--- config.mk ---
export PLATFORM = sky130hd
export DESIGN_NAME = result_reader_flat
export DESIGN_NICKNAME = d
export VERILOG_FILES = /design/src/rtl/result_reader_if.sv /design/src/rtl/result_reader.sv /design/src/flat_wrapper.sv
export SDC_FILE = /design/constraint.sdc
export NUM_CORES = 1
export LEC_CHECK = 0
export BUFFER_PORTS_ARGS = -buffer_cell sky130_fd_sc_hd__buf_2
export CORE_MARGIN = 2
export CORE_UTILIZATION = 53
export CTS_CLUSTER_SIZE = 16
export DETAILED_ROUTE_END_ITERATION = 10
export PLACE_DENSITY_LB_ADDON = 0.2
export SYNTH_ARGS = -nofsm -noshare
export SYNTH_HDL_FRONTEND = slang
export SYNTH_SLANG_ARGS = --single-unit
--- constraint.sdc ---
create_clock -name clk -period 6.3 [get_ports clk]
set_clock_uncertainty 0.2 [all_clocks]
set_input_delay 0.945 -clock clk [delete_from_list [all_inputs] [get_ports clk]]
set_output_delay 0.945 -clock clk [all_outputs]
set_load 0.02 [all_outputs]
--- src/rtl/result_reader_if.sv ---
// FIFO read port plus decoded-word stream of result_reader, grouped for port hookup.
// master is the reader block; slave is the FIFO owner together with the word consumer.
interface result_reader_if #(
  parameter int CNT_W = 10
) ();
  logic             fifo_empty;
  logic [CNT_W-1:0] fifo_data_count;
  logic [31:0]      fifo_rd_data;
  logic             fifo_rden;
  logic [31:0]      m_data;
  logic             m_valid;
  logic             m_ready;

  modport master (
    input  fifo_empty,
    input  fifo_data_count,
    input  fifo_rd_data,
    input  m_ready,
    output fifo_rden,
    output m_data,
    output m_valid
  );

  modport slave (
    output fifo_empty,
    output fifo_data_count,
    output fifo_rd_data,
    output m_ready,
    input  fifo_rden,
    input  m_data,
    input  m_valid
  );
endinterface

--- src/rtl/result_reader.sv ---
// Pops words from a standard-mode FIFO, decodes them by reg0 mode and presents them
// on a valid/ready stream; also counts deliveries and raises a sticky level interrupt.
module result_reader #(
  parameter int THRESH = 16,
  parameter int CNT_W  = 10
) (
  input  logic            clk,
  input  logic            rst,
  input  logic            enable,
  input  logic [31:0]     reg0,
  input  logic            intr_clr,
  output logic            intr,
  output logic [15:0]     word_cnt,
  result_reader_if.master bus
);

  typedef enum logic [1:0] {
    IDLE    = 2'd0,
    FETCH   = 2'd1,
    CAPTURE = 2'd2,
    PRESENT = 2'd3
  } state_t;

  state_t      r_state;
  state_t      w_next_state;
  logic        w_fetch_ok;
  logic        w_handshake;
  logic        w_fifo_rden;
  logic        w_m_valid;
  logic [31:0] r_m_data;
  logic        r_intr;
  logic [15:0] r_word_cnt;

  // mode 0 inverts, mode 1 subtracts one (0 wraps to all ones), anything else passes
  function automatic logic [31:0] decode(input logic [31:0] d, input logic [31:0] mode);
    logic [31:0] res;
    if (mode == 32'd0)      res = ~d;
    else if (mode == 32'd1) res = d - 32'd1;
    else                    res = d;
    return res;
  endfunction

  assign w_fetch_ok  = enable && !bus.fifo_empty;
  assign w_handshake = w_m_valid && bus.m_ready;

  // NOTE: non-blocking assignments make every register see pre-edge values of the others.
  always_ff @(posedge clk or posedge rst) begin
    if (rst) r_state <= IDLE;
    else     r_state <= w_next_state;
  end

  // NOTE: every output of this block gets a default first, so no path can infer a latch.
  always_comb begin
    w_next_state = r_state;
    w_fifo_rden  = 1'b0;
    w_m_valid    = 1'b0;
    case (r_state)
      IDLE: begin
        if (w_fetch_ok) w_next_state = FETCH;
      end
      FETCH: begin
        w_fifo_rden  = 1'b1;
        w_next_state = CAPTURE;
      end
      CAPTURE: begin
        w_next_state = PRESENT;
      end
      PRESENT: begin
        w_m_valid = 1'b1;
        if (bus.m_ready) w_next_state = w_fetch_ok ? FETCH : IDLE;
      end
      default: w_next_state = IDLE;
    endcase
  end

  // FIFO dout is valid during CAPTURE; reg0 is taken here so later mode changes
  // only affect later words, and the register holds through PRESENT back-pressure.
  always_ff @(posedge clk or posedge rst) begin
    if (rst)                    r_m_data <= 32'd0;
    else if (r_state == CAPTURE) r_m_data <= decode(bus.fifo_rd_data, reg0);
  end

  always_ff @(posedge clk or posedge rst) begin
    if (rst)              r_word_cnt <= 16'd0;
    else if (w_handshake) r_word_cnt <= r_word_cnt + 16'd1;
  end

  // Set has priority over clear so a level still above threshold cannot be lost.
  always_ff @(posedge clk or posedge rst) begin
    if (rst)                                          r_intr <= 1'b0;
    else if (bus.fifo_data_count >= CNT_W'(THRESH)) r_intr <= 1'b1;
    else if (intr_clr)                                r_intr <= 1'b0;
  end

  assign bus.fifo_rden = w_fifo_rden;
  assign bus.m_valid   = w_m_valid;
  assign bus.m_data    = r_m_data;
  assign intr          = r_intr;
  assign word_cnt      = r_word_cnt;

endmodule

--- src/flat_wrapper.sv ---
// flat-port wrapper written by rule: the top's interface ports become plain ports
module result_reader_flat 
#(
  parameter int THRESH = 16,
  parameter int CNT_W  = 10
)
  (clk, rst, enable, reg0, intr_clr, intr, word_cnt, bus_fifo_empty, bus_fifo_data_count, bus_fifo_rd_data, bus_m_ready, bus_fifo_rden, bus_m_data, bus_m_valid);
  result_reader_if #(.CNT_W(CNT_W)) bus_i ();
  input  logic clk;
  input  logic rst;
  input  logic enable;
  input  logic [31:0] reg0;
  input  logic intr_clr;
  output logic intr;
  output logic [15:0] word_cnt;
  input wire logic [$bits(bus_i.fifo_empty)-1:0] bus_fifo_empty;
  input wire logic [$bits(bus_i.fifo_data_count)-1:0] bus_fifo_data_count;
  input wire logic [$bits(bus_i.fifo_rd_data)-1:0] bus_fifo_rd_data;
  input wire logic [$bits(bus_i.m_ready)-1:0] bus_m_ready;
  output wire logic [$bits(bus_i.fifo_rden)-1:0] bus_fifo_rden;
  output wire logic [$bits(bus_i.m_data)-1:0] bus_m_data;
  output wire logic [$bits(bus_i.m_valid)-1:0] bus_m_valid;
  assign bus_i.fifo_empty = bus_fifo_empty;
  assign bus_i.fifo_data_count = bus_fifo_data_count;
  assign bus_i.fifo_rd_data = bus_fifo_rd_data;
  assign bus_i.m_ready = bus_m_ready;
  assign bus_fifo_rden = bus_i.fifo_rden;
  assign bus_m_data = bus_i.m_data;
  assign bus_m_valid = bus_i.m_valid;
  result_reader #(.THRESH(THRESH), .CNT_W(CNT_W)) u_core (.clk(clk), .rst(rst), .enable(enable), .reg0(reg0), .intr_clr(intr_clr), .intr(intr), .word_cnt(word_cnt), .bus(bus_i));
endmodule
==> metrics.txt, run 1 <==
placed wire-length estimate after detailed placement=6455 um; portion of total power attributed to the clock network=16.5%; clock sinks=51; syn_area_per_cell=8.679 um2; cell total after placement=563; summed instance area of the synthesized netlist=0.003298 mm2; sum of overflow across all layers after global routing=0; proportion of power drawn by combinational gates=46.6%; DRC viols=0; Pre-Repair DR Iteration Count=5; clock insertion delay at the later pin of the skew report=300 ps; achievable clock frequency=0.2898 GHz; Final Hold Vio Count=0; switching part of the total=43.24%; routed via count divided by cell count=6.047; min-delay src=u_core.word_cnt[15]; unrepaired setup endpoints after global routing=no; number of warnings reported in the yosys synthesis log=0; effective utilization at floorplan=55.38%; number of standard cells in the final layout excluding fillers=571; final-report setup violation count=0; sum of negative setup slack=0 ps; arrival time of the worst setup path=3440 ps; DRT antenna net count=0; die width=82.89 um; Layout area overhead=23.71%; final core area utilization=68.51%; first element of the critical path=reg0[18]; worst min path class=flip-flop to flip-flop; worst ir drop on vdd=0.2949 mV; Total Power Consumption=0.001433 W; ports placed on the boundary=131; number of antenna violations at the first check in global routing=0; Row Count=28; TritonCTS Buffers=5; type of the worst setup path=primary input to flip-flop; post-layout net count=582; synthesized instance count=380; Net Switching=0.0006198 W; Synth Register Bits=51; antenna cells=0; sequential element share of the synthesized area=38.69%; post-CTS repair timing setup buffer count=0; number of maximum-capacitance constraint violations=0; areal power density over the cells=351.3 mW/mm2; reg-to-reg critical path startpoint=u_core.r_state[0]; worst hold-check slack=279.8 ps; final weighted congestion of routability-driven global placement=0.8693; Worst-Margin Slew=1110 ps; asr flop ratio synth=100.0%; clock period minus worst slack=3451 ps; vias in the first global route=3,263; Final period util=54.78%; clock transition time at the flip-flop clock pins of the worst setup and hold paths=100 ps; Worst Setup End Kind=flip-flop; data required time of the worst path=6290 ps; Net Count, Synth=467; run status=finished, final reports clean; fraction of final layout cells with drive strength greater than 1=30.24%; Std-Cell Core Area=0.005956 mm2; maximum number of pins on one net before global-route repair=59; static leakage=1.752 nW; Longest Clk Path Bufs=2; flip-flop cell with the highest count after synthesis=sky130_fd_sc_hd__dfrtp_1; total of cells resized after clock tree synthesis=0; vertical die dimension=82.89 um; share of power burned in registers=36.8%; TritonCTS clock tree=built; CTS HTree Levels=2; vias after detailed routing=3,453; combined global-route utilization of all metal layers=25.73%; CTS Hold Bufs=0; overall routed net length=8907 um; port buffer count=126; 1st-iter DRT viols=231; internal power=0.0008136 W; Max Fanout on Critical Path=16; die area=0.006870 mm2; nature of the critical path startpoint=primary input; wire length of the first global-routing pass=15,000 um; Relative slew margins=25.46%; average wire per cell in the routed design=15.60 um; pins over their slew limit=0; number of flops mapped to enable cells by yosys=0; clk root buf=sky130_fd_sc_hd__clkbuf_8; count of unique library cells instantiated by Yosys=52
## cells in the mapped netlist, types with 5 or more instances
| master | n | share of area, % |
|---|---|---|
| sky130_fd_sc_hd__dfrtp_1 | 51 | 39 |
| sky130_fd_sc_hd__nor2_1 | 37 | 4.2 |
| sky130_fd_sc_hd__nand2_1 | 32 | 3.6 |
| sky130_fd_sc_hd__nor4_1 | 24 | 4.6 |
| sky130_fd_sc_hd__clkbuf_1 | 19 | 2.2 |
| sky130_fd_sc_hd__xnor2_1 | 18 | 4.8 |
| sky130_fd_sc_hd__a31oi_1 | 17 | 3.2 |
| sky130_fd_sc_hd__or3_1 | 15 | 2.8 |
| sky130_fd_sc_hd__nand3_1 | 14 | 2.1 |
| sky130_fd_sc_hd__a21oi_1 | 13 | 2.0 |
| sky130_fd_sc_hd__nor3_1 | 12 | 1.8 |
| sky130_fd_sc_hd__o21ai_0 | 12 | 1.8 |
| sky130_fd_sc_hd__inv_1 | 10 | 1.1 |
| sky130_fd_sc_hd__nand4_1 | 8 | 1.5 |
| sky130_fd_sc_hd__ha_1 | 7 | 2.7 |
| sky130_fd_sc_hd__mux2i_1 | 7 | 2.1 |
| sky130_fd_sc_hd__or4_1 | 7 | 1.6 |
| sky130_fd_sc_hd__nand2b_1 | 6 | 1.1 |
| sky130_fd_sc_hd__o2111ai_1 | 5 | 1.3 |
## cell families (layout without fill, tap and decap cells)
logic type / count (synthesis) / count (layout) / synth area share, %
buffers and inverters: 31 / 147 / 3.756
adder cells (fa/ha/maj): 7 / 7 / 2.655
flip-flops: 51 / 51 / 38.69
AND/OR/NAND/NOR: 185 / 185 / 30.39
XOR/XNOR: 22 / 22 / 5.842
multiplexers: 9 / 9 / 2.807
AO/OA/AOI/OAI: 75 / 75 / 15.86
## power groups by stage
stage | combinational (W) | clock [W] | sequential (W)
final | 0.000669 | 0.000237 | 0.000528
after global routing | 0.000741 | 0.000257 | 0.000545
after CTS | 0.000674 | 0.000242 | 0.000528
after detailed placement | 0.000671 | 0 | 0.000531
after global placement | 0.000654 | 0 | 0.000528
after floorplan | 0.000315 | 0 | 0.000665
## worst max-delay path, cell delays in order
cell and delay (ps):
sky130_fd_sc_hd__buf_2 100, sky130_fd_sc_hd__nor4_1 330, sky130_fd_sc_hd__nand4_1 680, sky130_fd_sc_hd__nor2_1 870
sky130_fd_sc_hd__o21ai_0 170, sky130_fd_sc_hd__or3_1 330
## through the flow
step | worst slack [ps] | cell area (um2)
after global placement | 2585 | 3964
after global routing | 2646 | 4080
after floorplan | 3048 | 3298
final | 2849 | 4080
after detailed placement | 2548 | 3964
after CTS | 2883 | 4080
## cells in the final DEF (no fill, tap or decap), types with 3 or more instances in the layout
master and n:
sky130_fd_sc_hd__buf_2 126, sky130_fd_sc_hd__dfrtp_1 51, sky130_fd_sc_hd__nor2_1 37, sky130_fd_sc_hd__nand2_1 32
sky130_fd_sc_hd__nor4_1 23, sky130_fd_sc_hd__xnor2_1 18, sky130_fd_sc_hd__a31oi_1 17, sky130_fd_sc_hd__or3_1 15
sky130_fd_sc_hd__nand3_1 14, sky130_fd_sc_hd__a21oi_1 13, sky130_fd_sc_hd__o21ai_0 12, sky130_fd_sc_hd__nor3_1 12
sky130_fd_sc_hd__inv_1 9, sky130_fd_sc_hd__nand4_1 8, sky130_fd_sc_hd__or4_1 7, sky130_fd_sc_hd__mux2i_1 7
sky130_fd_sc_hd__nand2b_1 6, sky130_fd_sc_hd__ha_1 6, sky130_fd_sc_hd__o2111ai_1 5, sky130_fd_sc_hd__clkbuf_8 5
sky130_fd_sc_hd__and3_1 4, sky130_fd_sc_hd__nor2b_1 4, sky130_fd_sc_hd__or2_2 4, sky130_fd_sc_hd__xor2_1 4
sky130_fd_sc_hd__nor4b_1 3, sky130_fd_sc_hd__a2111oi_0 3, sky130_fd_sc_hd__o211ai_1 3, sky130_fd_sc_hd__nand3b_1 3
sky130_fd_sc_hd__a221o_1 3
## path summary, 6_finish.rpt
kind / end / slack, ps / depth (start not counted)
hold reg to reg: u_core.word_cnt[15] / 280 / 1
max in group asynchronous: u_core.r_state[1] / 4530 / 2
hold / removal: u_core.word_cnt[15] / 280 / 1
setup / recovery: u_core.bus.m_data[28] / 2850 / 6
min in group asynchronous: u_core.word_cnt[11] / 690 / 2
setup reg to reg: u_core.bus.m_data[26] / 3200 / 6
## layout make-up
cell class                 count  area, um2
sequential                    51       1276
tap                           75      93.84
clock buffer                   5      68.82
fill                         493       1876
clock inverter                 3      47.55
timing repair buffer         128      645.6
multi-input combinational    298       1907
inverter                      11      41.29
## metal layers
metal / vias to the layer above / track usage (%) / part of all wire [%]
met4: 0 / 5.365 / 0.57
met3: 8 / 7.058 / 9.0
li1: 1654 / - / -
met5: - / 0 / 0
met1: 1636 / 34.68 / 44
met2: 155 / 41.79 / 47
## flip-flops by register name, indices dropped and copies added, names as in the netlist
name	count
u_core.r_state	2
u_core.intr	1
u_core.word_cnt	16
u_core.bus.m_data	32
Power figures use the tool's default switching activity.
==> run 2: changes to the inputs <==
- CORE_UTILIZATION: 53 -> 44
- clock period: 6.3 -> 2.9 ns (I/O delays scaled with it)
==> run 2 against run 1 <==
  * Register-to-register slack got worse by 2600 ps
  * Global-route usage shrank 2.1 points
  * First-iteration DRC count rose by 3.5%
  * Via count up 0.52%
  * Setup slack got worse by 2500 ps
  * Largest power group unchanged
==> metrics.txt, run 2 (same netlist as run 1, synthesis figures left out) <==
most common cell after layout, fill and taps aside=sky130_fd_sc_hd__buf_2; arrival time of the worst setup path=2580 ps; unrepaired setup endpoints after global routing=no; clock sinks=51; routed via count divided by cell count=5.681; number of flip-flops in the largest register=32; areal power density over the cells=746.9 mW/mm2; number of maximum-capacitance constraint violations=0; total of cells resized after clock tree synthesis=0; clock insertion delay at the later pin of the skew report=310 ps; Max Fanout on Critical Path=12; reg-to-reg critical path startpoint=u_core.r_state[0]; antenna cells=0; Total Power Consumption=0.003160 W; TritonCTS Buffers=5; sum of overflow across all layers after global routing=0; post-CTS repair timing setup buffer count=0; type of the worst setup path=primary input to flip-flop; die area=0.008205 mm2; CTS Hold Bufs=0; R2R Path End=u_core.bus.m_data[26]; Row Count=31; cell count of the worst reg-to-reg path=5; ports placed on the boundary=131; vias in the first global route=3,352; fraction of final layout cells with drive strength greater than 1=32.42%; Worst-Margin Slew=656.1 ps; vertical die dimension=90.58 um; combined global-route utilization of all metal layers=23.64%; Std-Cell Core Area=0.007253 mm2; CTS HTree Levels=2; overall routed net length=9388 um; port buffer count=126; achievable clock frequency=0.3888 GHz; worst min path class=primary input to async pin; Worst Setup End Kind=flip-flop; die width=90.58 um; Final period util=88.69%; final-report setup violation count=0; final weighted congestion of routability-driven global placement=0.9256; pins over their slew limit=0; clock transition time at the flip-flop clock pins of the worst setup and hold paths=100 ps; cell total after placement=603; DRC viols=0; worst setup slack for register-to-register paths=630 ps; Longest Clk Path Bufs=2; Relative slew margins=56.26%; maximum number of pins on one net before global-route repair=58; placed wire-length estimate after detailed placement=6980 um; effective utilization at floorplan=45.47%; TritonCTS clock tree=built; clock period minus worst slack=2572 ps; clk root buf=sky130_fd_sc_hd__clkbuf_8; data required time of the worst path=2900 ps; number of standard cells in the final layout excluding fillers=611; commonest cells after routing, fill and taps aside=sky130_fd_sc_hd__buf_2, sky130_fd_sc_hd__dfrtp_1, sky130_fd_sc_hd__nor2_1; Pre-Repair DR Iteration Count=4; 1st-iter DRT viols=239; run status=finished, final reports clean; average wire per cell in the routed design=15.36 um; DRT antenna net count=0; number of antenna violations at the first check in global routing=0; static leakage=1.830 nW; post-layout net count=598; Layout area overhead=28.26%; worst ir drop on vdd=0.5106 mV; wire length of the first global-routing pass=15,950 um; Final Hold Vio Count=0; nature of the critical path startpoint=primary input; vias after detailed routing=3,471
-- run 2: changes by cell type in the layout (fill, tap and decap cells not counted) --
cell	delta
sky130_fd_sc_hd__buf_4	+16
-- run 2: worst max-delay path: stages --
cell	delay, ps
sky130_fd_sc_hd__buf_2	110
sky130_fd_sc_hd__or4_4	550
sky130_fd_sc_hd__or4_4	600
sky130_fd_sc_hd__o31ai_1	250
sky130_fd_sc_hd__mux2_2	370
sky130_fd_sc_hd__a221o_1	270
-- run 2: final cells by class --
type,instances,area [um2]
clock buffers,5,68.82
clock inverters,3,47.55
fillers,689,3023
inverters,11,41.29
multi-input cells,298,1907
flip-flops and latches,51,1276
well taps,99,123.9
repair buffers,144,765.7
-- run 2: power breakdown --
part	leakage, nW	switching, W	internal (W)
registers	0.610	0.000167	0.000978
clock network	0.0587	0.000264	0.000262
logic	1.16	0.000936	0.000552
total	1.83	0.00137	0.00179
-- run 2: through the flow --
step	hold WS [ps]	util [%]	TNS (ps)	cell area [um2]	setup slack [ps]
2_1_floorplan	310.6	-	0	3298	157.5
3_3_place_gp	254.3	56.72	0	4114	45.84
3_5_place_dp	270.1	56.72	-4.055	4114	-4.055
4_1_cts	112.3	58.32	0	4230	331.3
5_1_grt	117.8	58.32	0	4230	262.6
6_report	84.10	58.32	0	4230	328.1
-- run 2: worst max-delay path by stage --
stage               cells after the start  slack [ps]               endpoint           startpoint
floorplan                               6         160  u_core.bus.m_data[14]  bus_fifo_rd_data[6]
global placement                        6          50  u_core.bus.m_data[14]  bus_fifo_rd_data[6]
detailed placement                      6          -4  u_core.bus.m_data[14]  bus_fifo_rd_data[6]
CTS                                     6         330  u_core.bus.m_data[14]  bus_fifo_rd_data[6]
global route                            6         260  u_core.bus.m_data[27]  bus_fifo_rd_data[6]
finish                                  6         330  u_core.bus.m_data[14]  bus_fifo_rd_data[6]
-- run 2: metal layers --
| layer | up-vias | global-route usage (%) | share of wire (%) |
|---|---|---|---|
| met2 | 125 | 38.37 | 45 |
| met5 | - | 0 | 0 |
| met3 | 18 | 5.927 | 7.5 |
| met4 | 0 | 7.308 | 2.0 |
| li1 | 1692 | - | - |
| met1 | 1636 | 31.12 | 45 |
